### src/rtl/universal_shift_reg.sv
// Universal shift register with parallel load, shift, rotate
// and an MSB-first serialiser that can be stalled or aborted.
module universal_shift_reg #(
  parameter int WIDTH = 8
) (
  input  logic             CLK,
  input  logic             RST,
  input  logic             EN,
  input  logic [2:0]       MODE,
  input  logic [WIDTH-1:0] D,
  input  logic             SIN,
  output logic [WIDTH-1:0] Q,
  output logic             SOUT,
  output logic             BUSY,
  output logic             DONE
);

  localparam int CW = $clog2(WIDTH);
  localparam logic [CW-1:0] LAST = CW'(WIDTH - 1);

  typedef enum logic {
    IDLE = 1'b0,
    SER  = 1'b1
  } state_t;

  state_t        state;
  logic [CW-1:0] cnt;

  // Serial output is the register MSB; busy is the SER state flop.
  assign SOUT = Q[WIDTH-1];
  assign BUSY = (state == SER);

  // Register, bit counter, state and done pulse.
  always_ff @(posedge CLK or posedge RST) begin
    if (RST) begin
      Q     <= '0;
      cnt   <= '0;
      state <= IDLE;
      DONE  <= 1'b0;
    end else begin
      DONE <= 1'b0;
      if (EN) begin
        unique case (state)
          IDLE: begin
            case (MODE)
              3'b001: Q <= D;
              3'b010: Q <= {Q[WIDTH-2:0], SIN};
              3'b011: Q <= {SIN, Q[WIDTH-1:1]};
              3'b100: Q <= {Q[WIDTH-2:0], Q[WIDTH-1]};
              3'b101: Q <= {Q[0], Q[WIDTH-1:1]};
              3'b110: begin
                Q     <= D;
                cnt   <= '0;
                state <= SER;
              end
              3'b111: Q <= '0;
              default: ;
            endcase
          end
          SER: begin
            if (MODE == 3'b111) begin
              Q     <= '0;
              cnt   <= '0;
              state <= IDLE;
            end else begin
              Q <= {Q[WIDTH-2:0], 1'b0};
              if (cnt == LAST) begin
                cnt   <= '0;
                state <= IDLE;
                DONE  <= 1'b1;
              end else begin
                cnt <= cnt + 1'b1;
              end
            end
          end
          default: ;
        endcase
      end
    end
  end

endmodule

### config.mk
export PLATFORM = sky130hd
export DESIGN_NAME = universal_shift_reg
export DESIGN_NICKNAME = d
export VERILOG_FILES = /design/src/rtl/universal_shift_reg.sv
export SDC_FILE = /design/constraint.sdc
export NUM_CORES = 1
export LEC_CHECK = 0
export CORE_UTILIZATION = 30
export CTS_BUF_LIST = sky130_fd_sc_hd__clkbuf_16
export DETAILED_ROUTE_END_ITERATION = 10
export PLACE_DENSITY = 0.57
export SETUP_SLACK_MARGIN = 0.4
export SYNTH_ARGS = -nofsm -noshare
export SYNTH_HDL_FRONTEND = slang
export SYNTH_SLANG_ARGS = --single-unit
export TNS_END_PERCENT = 20
### constraint.sdc
create_clock -name CLK -period 2.15 [get_ports CLK]
set_clock_uncertainty 0.2 [all_clocks]
set_input_delay 0.43 -clock CLK [delete_from_list [all_inputs] [get_ports CLK]]
set_output_delay 0.43 -clock CLK [all_outputs]
set_load 0.03 [all_outputs]
Word-level counts from Yosys, hierarchy flattened
Cells that the tools add are included.
Widths: inputs -> output; s select.
- flip-flop bits (word level): 13
- bits of input ports: 15
- output and inout bits: 11
- word-level logic and storage cells: 34
- add/sub/neg operators: 1
- equal/unequal tests: 10
- multiplexer cells: 15
- bitwise operators: 1
- reduce and logical (&&, ||, !) cells: 3
- operator list (cell ; number):
    $pmux 8 s6 ; 1
    $pmux 8 s2 ; 1
    $eq 3x3->1 const B ; 5
    $mux 3 ; 3
    $mux 8 ; 1
    $mux 1 ; 7
    $ne 7x3->1 const B ; 1
    $eq 3x2->1 const B ; 2
    $pmux 3 s2 ; 1
    $reduce_and 2->1 ; 2
    $add 3x1->3 const B ; 1
    $eq 3x1->1 const B ; 1
    $ne 2x1->1 const B ; 1
    $pmux 1 s2 ; 1
    $reduce_or 2->1 ; 1
    $not 1->1 ; 1

Longest topological paths before layout
- depth in word-level cells: 5
- gate-level depth with buffers: 6
- depth with buffers taken out: 5

Worst setup path after synthesis
No wires, ideal clock.
- path type: in2reg
- start point: input port MODE[1]
- end point: register Q[4]
- setup time: 99 ps
- arrival: 1428 ps
- data required time: 1851 ps
- setup slack: 423 ps
- stages on the path: 6
- path buffers: 2
- cells stage by stage: buf_2 > and2_0 > buf_2 > o21ai_0 > nand2_1 > a311oi_1
- longest elaborated chain between the ends: 4
- elaborated cells on any way between the ends: 13
- those cells by class: eq/ne: 8; mux: 3; reduce/logical: 2
- ends and longest elaborated chain (what ; line ; text):
    start, declared ; 9 ; input logic [2:0] MODE,
    $eq 3x3->1 / $eq 3x1->1 (equally long branches) ; 45 ; case (MODE)
    $reduce_or 2->1 (no source line) ; - ;
    $pmux 8 s6 / $ne 7x3->1 (equally long branches) ; - ;
    $pmux 8 s2 / $reduce_and 2->1 (equally long branches) ; - ;
    end signal, assigned ; 47 ; 3'b010: Q <= {Q[WIDTH-2:0], SIN};
    end signal, assigned ; 48 ; 3'b011: Q <= {SIN, Q[WIDTH-1:1]};
    end signal, assigned ; 49 ; 3'b100: Q <= {Q[WIDTH-2:0], Q[WIDTH-1]};
    end, declared ; 12 ; output logic [WIDTH-1:0] Q,
Several ways; a longest one is shown, not always the timed one.
A chain may end at the register's enable or synchronous reset.

Final worst setup path
- start point: register Q[5]
- end point: output port Q[5]
No word-level cell between the ends.

==> impl_metrics.tcl <==
set metrics [dict create \
    outcome "complete, no violations" \
    netlist_instances 126 \
    synth.top_cell.area_share 0.322 \
    clock_latency_ns 0.24 \
    critPathLaunch "Q[5]" \
    place_ws_ns -0.224 \
    min_period_over_period 0.936 \
    hold_violations 0 \
    multi_input_area_sq_um 624 \
    drt_wl_total_mm 3.33 \
    nFillCells 320 \
    relSlewSlack 0.629 \
    cp.required_ns 1.52 \
    ys_async_sr_fraction 1.00 \
    syn_to_final_growth_pct 52.8 \
    die_w_um 60.0 \
    ir_drop_mv 0.451 \
    dpl.hpwl_mm 2.50 \
    max_freq_mhz 497 \
    final_common_cell "buf_4" \
    period_needed_ns 2.01 \
    drive_above_1_share 0.189 \
    slowest_stage "clkdlybuf4s50_1" \
    regArea_sq_um 325 \
    worstHoldPathType "register to register" \
    cts_buffers 3 \
    overflow 0 \
    arrival_ns 1.38 \
    pwr-share-comb 0.511 \
    clkSinkCount 13 \
    synth_fp_nets 143 \
    path_clk_slew_ns 0.05 \
    avgSynthCellArea_sq_um 8.01 \
    cts_tree "built" \
    swShare 0.422 \
    max_stage_delay_ns 0.72 \
    leakage_nw 0.705 \
    cap_violations 0 \
    place_inst 209 \
    dr.pass1.iters 4 \
    setup_viol 0 \
    cts.htree.levels 1 \
    numPortBuffers 25 \
    setup_ws_ns 0.138 \
    diodes 0 \
    ys.flop_type "dfrtp_1" \
    route.vias.total 1154 \
    nets 187 \
    synth-edff-count 0 \
    drtIter0Drc 82 \
    critPathCapture "Q[5]" \
    cpLargestDelayFamily "buffers and inverters" \
    mostFrequentLayoutCells "buf_4 (24), clkdlybuf4s50_1 (17), a21oi_1 (14), dfrtp_1 (13), nand2_1 (13)" \
    rrSetupSlack_ns 0.39 \
    post_cts_buffers 0 \
    p_int_w 0.000974 \
    critPathLaunchType "register" \
    clockRootBuffer "clkbuf_16" \
    synthesis.area_sq_um 1010 \
    grt_max_degree 15 \
    path_class "register to primary output" \
    antenna_found_initial 0 \
    synth_area_leaders "dfrtp_1 (32%), a21oi_1 (7.4%), nand2_1 (4.8%), a221oi_1 (4.3%), nor2_1 (4.1%)" \
    worstRegToRegCells 7 \
    synth_cell_types 39 \
    rsz0062_at_grt "true" \
    r2r_start "BUSY" \
    cp_cell_sequence "clkdlybuf4s50_1" \
    gp_congestion 0.822 \
    hp-start "cnt[1]" \
    synth.yosys.seq_area_share 0.322 \
    cts_max_path_buffers 2 \
    via_per_inst 5.42 \
    p_clk_frac 0.211 \
    crit_fanout 5 \
    initial_utilization 0.323 \
    ant_nets 0 \
    power.share.sequential 0.278 \
    path_depth 1 \
    p_sw_w 0.000710 \
    num_io_pins 26 \
    grt_first_pass_wirelength_mm 5.29 \
    dieArea_sq_um 3600 \
    critPathCaptureType "primary output" \
    synth_seq_cells 13 \
    r2r_end "Q[7]" \
    stdcell_count 213 \
    powerDensity_nw_per_um2 1090 \
    slew_viol_final 0 \
    coreArea_sq_um 3130 \
    drt-wirelength-per-cell_um 15.6 \
    die_h_um 60.0 \
    grt_pass1_vias 1073 \
    synth_warnings 0 \
    worst_pin_slew_ns 0.556 \
    synth_top_area_cell "dfrtp_1" \
    grt_use_total 0.205 \
    row_count 20 \
    critPathBufInv 1 \
    drcViolationCount 0 \
]
-- registers in the layout (all words and copies together), names as in the netlist --
register and flops:
Q 8, cnt 3, BUSY 1, DONE 1
-- worst min-delay path by stage --
stage | to | depth (start not counted)
2_1_floorplan | BUSY | 1
3_3_place_gp | cnt[1] | 2
3_5_place_dp | cnt[2] | 2
4_1_cts | cnt[2] | 2
5_1_grt | cnt[1] | 2
6_report | cnt[1] | 2
-- stage by stage --
stage / utilization / cell area [sq um] / hold slack [ns] / total power [W] / setup TNS [ns]
final: 0.493 / 1540 / 0.298 / 0.00168 / 0
after global routing: 0.493 / 1540 / 0.330 / 0.00179 / 0
after CTS: 0.491 / 1540 / 0.309 / 0.00170 / 0
after detailed placement: 0.461 / 1440 / 0.298 / 0.00134 / -0.949
after global placement: 0.461 / 1440 / 0.290 / 0.00132 / -0.689
after floorplan: - / 1010 / 0.107 / 0.000961 / 0
-- power by group through the flow --
stage	Clock, W	Combinational, W	Sequential, W
final	0.000356	0.000861	0.000468
after global routing	0.000371	0.000934	0.000485
after CTS	0.000361	0.000867	0.000469
after detailed placement	0	0.000868	0.000473
after global placement	0	0.000852	0.000465
after floorplan	0	0.000367	0.000594
-- logic make-up (layout without fill, tap and decap cells) --
kind of cell    after synthesis  after routing  share of synthesized area
simple gates                 39             39                      0.177
fa+ha+maj                     2              2                     0.0248
mux                           2              2                     0.0198
flops                        13             13                      0.322
xor+xnor                      1              1                     0.0161
compound gates               52             52                      0.361
buf+inv                      17             60                     0.0793
-- per-layer routing --
layer,vias up,share of wire,track usage
li1,560,-,-
met1,542,0.46,0.274
met2,45,0.46,0.316
met3,7,0.069,0.0411
met4,0,0.016,0.0930
met5,-,0,0
-- worst reg2reg max path: cells and delay by family, from the launching register on --
kind | cells | cell delay (ns)
buffers and inverters | 4 | 0.69
DFF | 1 | 0.43
AOI/OAI and AO/OA | 2 | 0.21
and+or+nand+nor | 1 | 0.11
-- cell usage after synthesis, types with 2 or more instances --
master	instances
buf_4	3
buf_2	4
ha_1	2
a221oi_1	5
nor3_1	4
clkbuf_1	3
nand2b_1	2
a21oi_1	15
dfrtp_1	13
a311oi_1	3
nand2_1	13
inv_1	7
nor2_1	11
a22o_1	2
o21ai_0	5
a21o_1	3
mux2i_1	2
a31oi_1	4
o21a_1	2
nand3_1	4
-- final cells by class --
type	count	share of cell area
clock buffers	3	0.0487
clock inverters	1	0.00243
inverters	7	0.0170
multi-input cells	96	0.405
flip-flops and latches	13	0.211
well taps	44	0.0357
repair buffers	49	0.281
-- timing repair --
item	CTS	global route
gates resized for setup	11	3
gates cloned	0	0
hold buffers	0	0
setup endpoints to repair	23	19
No activity file was read; power rests on OpenSTA's default activity.
